$ cat config.mk
export PLATFORM = sky130hd
export DESIGN_NAME = ex_stage
export DESIGN_NICKNAME = d
export VERILOG_FILES = /design/src/rtl/ex_stage.sv
export SDC_FILE = /design/constraint.sdc
export NUM_CORES = 1
export LEC_CHECK = 0
export ABC_AREA = 1
export CELL_PAD_IN_SITES_DETAIL_PLACEMENT = 2
export CELL_PAD_IN_SITES_GLOBAL_PLACEMENT = 2
export CORE_MARGIN = 2
export CORE_UTILIZATION = 35
export DETAILED_ROUTE_END_ITERATION = 7
export HOLD_SLACK_MARGIN = 0.06
export PLACE_DENSITY_LB_ADDON = 0.1
export SLEW_MARGIN = 10
export SYNTH_ARGS = -nofsm -noshare
export SYNTH_HDL_FRONTEND = slang
export SYNTH_SLANG_ARGS = --single-unit
$ cat constraint.sdc
create_clock -name clk -period 5.85 [get_ports clk]
set_input_delay 1.17 -clock clk [delete_from_list [all_inputs] [get_ports clk]]
set_output_delay 1.17 -clock clk [all_outputs]
set_load 0.03 [all_outputs]
$ cat src/rtl/ex_stage.sv
// ex_stage: execute stage behind the ID/EX register.
// Single-cycle ALU operations register their result in one edge. MUL uses a
// shift-add unit over MUL_CYCLES busy cycles, and in_ready is low during that time.
// Optional macro EX_FWD_EN forwards the registered EX/MEM result onto
// operand A/B when the destination index matches.
// Handshake: an instruction is taken on a rising edge with in_valid && in_ready.
// Upstream holds its instruction while in_ready is low. EX/MEM is never
// back-pressured. ex_valid pulses for one cycle per instruction that produces output.
module ex_stage #(
    parameter int DW         = 8,
    parameter int RW         = 3,
    parameter int AW         = 4,
    parameter int MUL_CYCLES = 8
) (
    input  logic          clk,
    input  logic          rst,
    input  logic          in_valid,
    output logic          in_ready,
    input  logic [3:0]    opcode,
    input  logic [RW-1:0] operanda,
    input  logic [RW-1:0] operandb,
    input  logic [AW-1:0] dmaddr,
    input  logic [RW-1:0] dest,
    input  logic [DW-1:0] opAdata,
    input  logic [DW-1:0] opBdata,
    output logic          ex_valid,
    output logic [DW-1:0] ex_result,
    output logic [RW-1:0] ex_dest,
    output logic [AW-1:0] ex_dmaddr,
    output logic [DW-1:0] ex_store_data,
    output logic          ex_reg_wr,
    output logic          ex_mem_rd,
    output logic          ex_mem_wr,
    output logic          ex_zero,
    output logic          ex_carry
);

    localparam int CW = (MUL_CYCLES > 1) ? $clog2(MUL_CYCLES) : 1;

    typedef enum logic {IDLE, MUL_BUSY} state_t;

    state_t          state;
    logic [DW-1:0]   op_a;
    logic [DW-1:0]   op_b;

    // Multiplier working registers
    logic [2*DW-1:0] mul_prod;
    logic [2*DW-1:0] mul_mcand;
    logic [DW-1:0]   mul_b;
    logic [CW-1:0]   mul_cnt;
    logic [RW-1:0]   mul_dest;
    logic [AW-1:0]   mul_dmaddr;
    logic [DW-1:0]   mul_store;
    logic [2*DW-1:0] mul_step;

    // ALU decode results
    logic [DW-1:0]   alu_res;
    logic            alu_carry;
    logic            alu_valid;
    logic            alu_reg_wr;
    logic            alu_mem_rd;
    logic            alu_mem_wr;
    logic [DW:0]     alu_sum;

    logic            accept;

    assign accept = in_valid && in_ready;

`ifdef EX_FWD_EN
    // The registered EX/MEM outputs are compared here, as they stand at the accepting edge.
    logic fwd_live;
    assign fwd_live = ex_valid && ex_reg_wr;
    assign op_a = (fwd_live && (ex_dest == operanda)) ? ex_result : opAdata;
    assign op_b = (fwd_live && (ex_dest == operandb)) ? ex_result : opBdata;
`else
    logic unused_idx;
    assign unused_idx = ^{operanda, operandb};
    assign op_a = opAdata;
    assign op_b = opBdata;
`endif

    // One shift-add step. Add the shifted multiplicand when the current multiplier LSB is set.
    assign mul_step = mul_prod + (mul_b[0] ? mul_mcand : '0);

    assign alu_sum = {1'b0, op_a} + {1'b0, op_b};

    // Single-cycle ALU result, flags and write enables, decoded from opcode
    always_comb begin
        alu_res    = '0;
        alu_carry  = 1'b0;
        alu_valid  = 1'b1;
        alu_reg_wr = 1'b1;
        alu_mem_rd = 1'b0;
        alu_mem_wr = 1'b0;
        case (opcode)
            4'd1: begin
                alu_res   = alu_sum[DW-1:0];
                alu_carry = alu_sum[DW];
            end
            4'd2: begin
                alu_res   = op_a - op_b;
                alu_carry = (op_a < op_b);
            end
            4'd3: alu_res = op_a & op_b;
            4'd4: alu_res = op_a | op_b;
            4'd5: alu_res = op_a ^ op_b;
            4'd6: alu_res = ~op_a;
            4'd7: begin
                alu_res   = {op_a[DW-2:0], 1'b0};
                alu_carry = op_a[DW-1];
            end
            4'd8: begin
                alu_res   = {1'b0, op_a[DW-1:1]};
                alu_carry = op_a[0];
            end
            4'd9: alu_mem_rd = 1'b1;
            4'd10: begin
                alu_mem_wr = 1'b1;
                alu_reg_wr = 1'b0;
            end
            4'd12: alu_res = op_a;
            default: begin
                // NOP, MUL (handled by the FSM) and opcodes 13-15 produce no output here
                alu_valid  = 1'b0;
                alu_reg_wr = 1'b0;
            end
        endcase
    end

    // Control FSM and EX/MEM register. Data outputs hold on bubbles, and enables clear.
    always_ff @(posedge clk or posedge rst) begin
        if (rst) begin
            state         <= IDLE;
            in_ready      <= 1'b1;
            ex_valid      <= 1'b0;
            ex_result     <= '0;
            ex_dest       <= '0;
            ex_dmaddr     <= '0;
            ex_store_data <= '0;
            ex_reg_wr     <= 1'b0;
            ex_mem_rd     <= 1'b0;
            ex_mem_wr     <= 1'b0;
            ex_zero       <= 1'b0;
            ex_carry      <= 1'b0;
            mul_prod      <= '0;
            mul_mcand     <= '0;
            mul_b         <= '0;
            mul_cnt       <= '0;
            mul_dest      <= '0;
            mul_dmaddr    <= '0;
            mul_store     <= '0;
        end else begin
            ex_valid  <= 1'b0;
            ex_reg_wr <= 1'b0;
            ex_mem_rd <= 1'b0;
            ex_mem_wr <= 1'b0;
            case (state)
                IDLE: begin
                    if (accept && (opcode == 4'd11)) begin
                        mul_prod   <= '0;
                        mul_mcand  <= {{DW{1'b0}}, op_a};
                        mul_b      <= op_b;
                        mul_cnt    <= '0;
                        mul_dest   <= dest;
                        mul_dmaddr <= dmaddr;
                        mul_store  <= op_b;
                        in_ready   <= 1'b0;
                        state      <= MUL_BUSY;
                    end else if (accept && alu_valid) begin
                        ex_valid      <= 1'b1;
                        ex_result     <= alu_res;
                        ex_dest       <= dest;
                        ex_dmaddr     <= dmaddr;
                        ex_store_data <= op_b;
                        ex_reg_wr     <= alu_reg_wr;
                        ex_mem_rd     <= alu_mem_rd;
                        ex_mem_wr     <= alu_mem_wr;
                        ex_zero       <= (alu_res == '0);
                        ex_carry      <= alu_carry;
                    end
                end
                MUL_BUSY: begin
                    mul_prod  <= mul_step;
                    mul_mcand <= mul_mcand << 1;
                    mul_b     <= mul_b >> 1;
                    mul_cnt   <= mul_cnt + CW'(1);
                    if (mul_cnt == CW'(MUL_CYCLES - 1)) begin
                        ex_valid      <= 1'b1;
                        ex_result     <= mul_step[DW-1:0];
                        ex_dest       <= mul_dest;
                        ex_dmaddr     <= mul_dmaddr;
                        ex_store_data <= mul_store;
                        ex_reg_wr     <= 1'b1;
                        ex_zero       <= (mul_step[DW-1:0] == '0);
                        ex_carry      <= |mul_step[2*DW-1:DW];
                        in_ready      <= 1'b1;
                        state         <= IDLE;
                    end
                end
                default: begin
                    state    <= IDLE;
                    in_ready <= 1'b1;
                end
            endcase
        end
    end

endmodule

After elaboration in Yosys (flattened, before gate mapping):

Index checks and enable logic that the tools add are counted.

* bits in registers: 89
* bits of input ports: 36

* add/subtract/negate cells: 4
* magnitude comparators: 1
* equal/unequal tests: 17
* mux-type cells: 58
* bitwise gates (word level): 5
* reduce and logical (&&, ||, !) cells: 11

Operator list (number)
* $pmux W8 S9: 1
* $pmux W16 S2: 2
* $mux W8: 7
* $mux W16: 3
* $pmux W8 S2: 3
* $mux W1: 25
* $eq A4 B4 Y1 const B: 5
* $add A16 B16 Y16: 1
* $eq A4 B3 Y1 const B: 4
* $logic_not A8 Y1: 2
* $mux W3: 4
* $mux W4: 3
* $pmux W1 S2: 6
* $pmux W3 S2: 2
* $reduce_or A11 Y1: 1
* $reduce_or A10 Y1: 1
* $add A8 B8 Y9: 1
* $and A8 B8 Y8: 1
* $eq A4 B2 Y1 const B: 2
* $lt A8 B8 Y1: 1
* $not A8 Y8: 1
* $or A8 B8 Y8: 1
* $pmux W4 S2: 1
* $reduce_or A8 Y1: 1
* 12 further kinds: 17

Longest topological paths before layout:

* depth in word-level cells: 7
* depth in mapped cells: 18
* mapped depth without buffers: 17

Worst setup path before layout:

Ideal clock, no wire load.

* kind: input to register
* start point: input port opAdata[0]
* end point: register ex_carry
* arrival time: 2605 ps
* required time: 5733 ps
* setup slack: 3128 ps
* cell stages on the path: 15
* path buffers: 0
* cells stage by stage: inv_1 ha_1 fa_1 inv_1 nand4_1 nand3_1 nand2_1 nand2_1 nand2_1 nand2_1 nand3_1 o21ai_0 inv_1 nand2_1 nand2_1

* cells in the longest elaborated chain, start to end: 5

Ends and longest elaborated chain
* from (decl): RTL line 24 `input logic [DW-1:0] opAdata,`
* $add A8 B8 Y9 / $lt A8 B8 Y1 (equally long branches): RTL line 85, 102
* $pmux W1 S4 *: RTL line 95 `case (opcode)`
* $mux W1 *: RTL line 169 `end else if (accept && alu_valid) begin`
* $mux W1 *: RTL line 159 `if (accept && (opcode == 4'd11)) begin`
* $pmux W1 S2 *: RTL line 157 `case (state)`
* to (signal assigned): RTL line 179 `ex_carry <= alu_carry;`
* to (signal assigned): RTL line 195 `ex_carry <= |mul_step[2*DW-1:DW];`
* to (decl): RTL line 35 `output logic ex_carry`

Every way passes the cells marked *; elsewhere a longest branch is shown, timed or not. The select of a mux whose other input is x is not followed.
A chain may end at the register's enable or synchronous reset.

Worst setup path in the final report:

* start point: input port opAdata[4]
* end point: register ex_result[7]

* cells in the longest elaborated chain, start to end: 5

Ends and longest elaborated chain
* $sub A8 B8 Y8 / $add A8 B8 Y9 (equally long branches): RTL line 101, 85
* $pmux W8 S9 *: RTL line 95
* $mux W8 *: RTL line 169
* $mux W8 *: RTL line 159
* $pmux W8 S2 *: RTL line 157
* to (signal assigned): RTL line 171 `ex_result <= alu_res;`
* to (signal assigned): RTL line 189 `ex_result <= mul_step[DW-1:0];`
* to (decl): RTL line 27 `output logic [DW-1:0] ex_result,`

Marked as above.

==> results.py <==
metrics = {
    "outcome": {
        "status": "complete, no violations",
    },
    "floorplanning": {
        "die_h_um": 136,
        "ios": 66,
        "dieArea_um2": 18400,
        "core_area_um2": 17100,
        "start_util_pct": 35.4,
        "dieWidth_um": 136,
        "row_count": 48,
    },
    "finish": {
        "layout_common_cells": "279 x nand2_1, 103 x inv_1, 91 x nor2_1",
        "area_growth_pct": 17.0,
        "fin_nets": 984,
        "n_antenna_cell": 0,
        "layout_commonest_cell": "nand2_1",
        "drive_gt1_share_pct": 3.63,
    },
    "pwr": {
        "p_clk_share_pct": 20.2,
        "ir_drop_mv": 0.240,
        "p_leak_uw": 0.00362,
        "power.share.switching_pct": 44.0,
        "pwr-share-seq_pct": 35.5,
        "comb_power_share_pct": 44.3,
        "p_sw_uw": 1260,
        "powerDensity_nw_per_um2": 404,
        "intPower_uw": 1600,
    },
    "cts": {
        "cts_tree": "built",
        "cts-root-buf": "clkbuf_16",
        "clk_pin_slew_worst_paths_ns": 0.07,
        "h-tree-depth": 3,
        "cts_hold_buf": 0,
        "clock_path_buffers": 2,
        "cts_setup_buffers": 0,
        "cts-resized-gates": 0,
        "numCtsBuffers": 9,
        "clkLatencyLatePin_ns": 0.34,
        "cts_sinks": 89,
    },
    "placement": {
        "dp_hpwl_um": 17300,
        "place_congestion": 0.909,
        "portBuffers": 59,
    },
    "sta": {
        "setup_tns_ns": 0,
        "finalSetupViolCount": 0,
        "slew_viol_final": 0,
        "fin_crit_ns": 3.89,
        "rsz0062_at_grt": "false",
        "skew_ns": 0.0120,
        "finalHoldViolations": 0,
        "period_share_pct": 66.5,
        "tightest_slew_ns": 0.840,
        "slew_headroom_pct": 44.0,
        "whs_ns": 0.476,
        "max_freq_mhz": 257,
    },
    "job": {
        "cap_viol_max_count": 0,
    },
    "detailed_routing": {
        "firstDrtPassIters": 4,
        "detail_route.wl_per_cell_um": 19.8,
        "via_per_inst": 5.26,
        "postRouteAntennaNets": 0,
        "dr.first_iter.drc_count": 229,
        "drc": 0,
        "wl_um": 22400,
        "num_vias": 5961,
    },
    "yosys": {
        "postSynthCellCount": 859,
        "synth_area_leaders": "dfrtp_1 36%, nand2_1 17%, ha_1 8.5%",
        "yosysTopAreaCell": "dfrtp_1",
        "yosysWarnings": 0,
        "synth-edff-count": 0,
        "ys_types": 36,
        "synth-seq-cells": 89,
        "synth-main-ff-cell": "dfrtp_1",
        "avgSynthCellArea_um2": 7.06,
        "synth_top_area_share_pct": 36.3,
        "synth_nets": 939,
        "synth-seq-area-share_pct": 36.7,
        "async_reset_ff_share_pct": 100,
        "synth_area_um2": 6070,
    },
    "setup_path": {
        "crit_fanout": 9,
        "r2r_cells": 6,
        "rrSetupSlack_ns": 2.93,
        "worstSetupStartpoint": "opAdata[4]",
        "r2r_start": "in_ready$_DFFE_PP1P_",
        "setup.worst_path.end": "ex_result[7]$_DFFE_PP0P_",
        "critPathKind": "input port to flop",
        "end_kind": "flop",
        "start_kind": "input port",
        "cp_data_required_time_ns": 6.09,
        "r2r-end": "mul_prod[11]$_DFFE_PP0P_",
        "arrival_ns": 4.13,
    },
    "min_path": {
        "worstHoldPathType": "flop to flop",
    },
    "grt": {
        "overflow": 0,
        "grt_max_degree": 64,
        "antenna_found_initial": 0,
        "grtUsageTotal_pct": 25.1,
        "grt_pass1_wl_um": 35900,
        "grt_pass1_vias": 6633,
    },
}
[cells by family (layout without fill, tap and decap cells)]
group	after synthesis	after routing	synth area share (%)
AND/OR/NAND/NOR	468	468	31.9
buffers and inverters	134	184	9.24
flip-flops	89	89	36.7
adder cells (fa/ha/maj)	44	44	9.45
AO/OA/AOI/OAI	116	116	11.6
XOR/XNOR	8	8	1.15
[sequential cells by signal, indices dropped and copies added, names as in the netlist, 4 cells and up]
name and cells:
ex_store_data 8, mul_store 8, mul_mcand 16, mul_prod 16
mul_dmaddr 4, mul_b 8, ex_result 8, ex_dmaddr 4
[cell type report]
class                      instances  area, µm²
inverter                         106        399
clock inverter                     7       72.6
multi-input combinational        636       3280
tap                              225        282
clock buffer                       9        225
sequential                        89       2230
timing repair buffer              62        613
fill                            2068      10000
[power by group through the flow]
stage | sequential, µW | clock [µW] | combinational (µW)
finish | 1020 | 579 | 1270
global route | 1050 | 617 | 1400
CTS | 1020 | 595 | 1290
detailed placement | 1030 | 0 | 1270
global placement | 1010 | 0 | 1210
floorplan | 1160 | 0 | 661
[worst min path at each step]
| stage | startpoint | endpoint | slack [ns] | cells past startpoint |
|---|---|---|---|---|
| detailed placement | mul_dest[2]$_DFFE_PP0P_ | mul_dest[2]$_DFFE_PP0P_ | 0.46 | 2 |
| finish | mul_dest[2]$_DFFE_PP0P_ | mul_dest[2]$_DFFE_PP0P_ | 0.48 | 2 |
| global placement | mul_dmaddr[1]$_DFFE_PP0P_ | mul_dmaddr[1]$_DFFE_PP0P_ | 0.45 | 2 |
| CTS | mul_dest[2]$_DFFE_PP0P_ | mul_dest[2]$_DFFE_PP0P_ | 0.48 | 2 |
| global route | mul_dmaddr[1]$_DFFE_PP0P_ | mul_dmaddr[1]$_DFFE_PP0P_ | 0.49 | 2 |
| floorplan | mul_dest[0]$_DFFE_PP0P_ | mul_dest[0]$_DFFE_PP0P_ | 0.44 | 2 |
[cells in the mapped netlist, drive strengths merged (4+ instances only)]
master,count
xnor2,4
o22ai,11
a21oi,26
ha,41
nor3,7
inv,106
or2,6
clkbuf,8
nor2,94
xor2,4
nand2,280
nand4,12
nand3,65
buf,20
o221ai,11
a31oi,20
o211ai,8
dfrtp,88
o21ai,34
[critical path, cell delays in order]
cell and delay (ns):
clkdlybuf4s50_1 0.75, inv_1 0.13, ha_1 0.48, inv_1 0.15, a21oi_1 0.29, nor2_1 0.09
nor2_1 0.11, o21ai_0 0.12, nor2_1 0.11, nor2_1 0.06, nor2_1 0.35, o21ai_0 0.17
nand2_1 0.08, nand2_1 0.06
[layer usage]
layer,global-route usage [%],part of all wire (%)
met4,5.67,1.5
met1,32.0,45
met2,45.3,51
met5,0,0
met3,3.07,2.2
[through the flow]
step	setup slack (ns)	power [µW]	cells	utilization [%]	cell area, µm²
finish	1.96	2870	1134	41.5	7100
global placement	1.66	2210	1118	39.7	6800
CTS	1.90	2900	1134	41.5	7100
global route	1.73	3070	1134	41.5	7100
detailed placement	1.53	2300	1118	39.7	6800
floorplan	2.37	1820	859	-	6070
(Power assumes the default switching activity.)
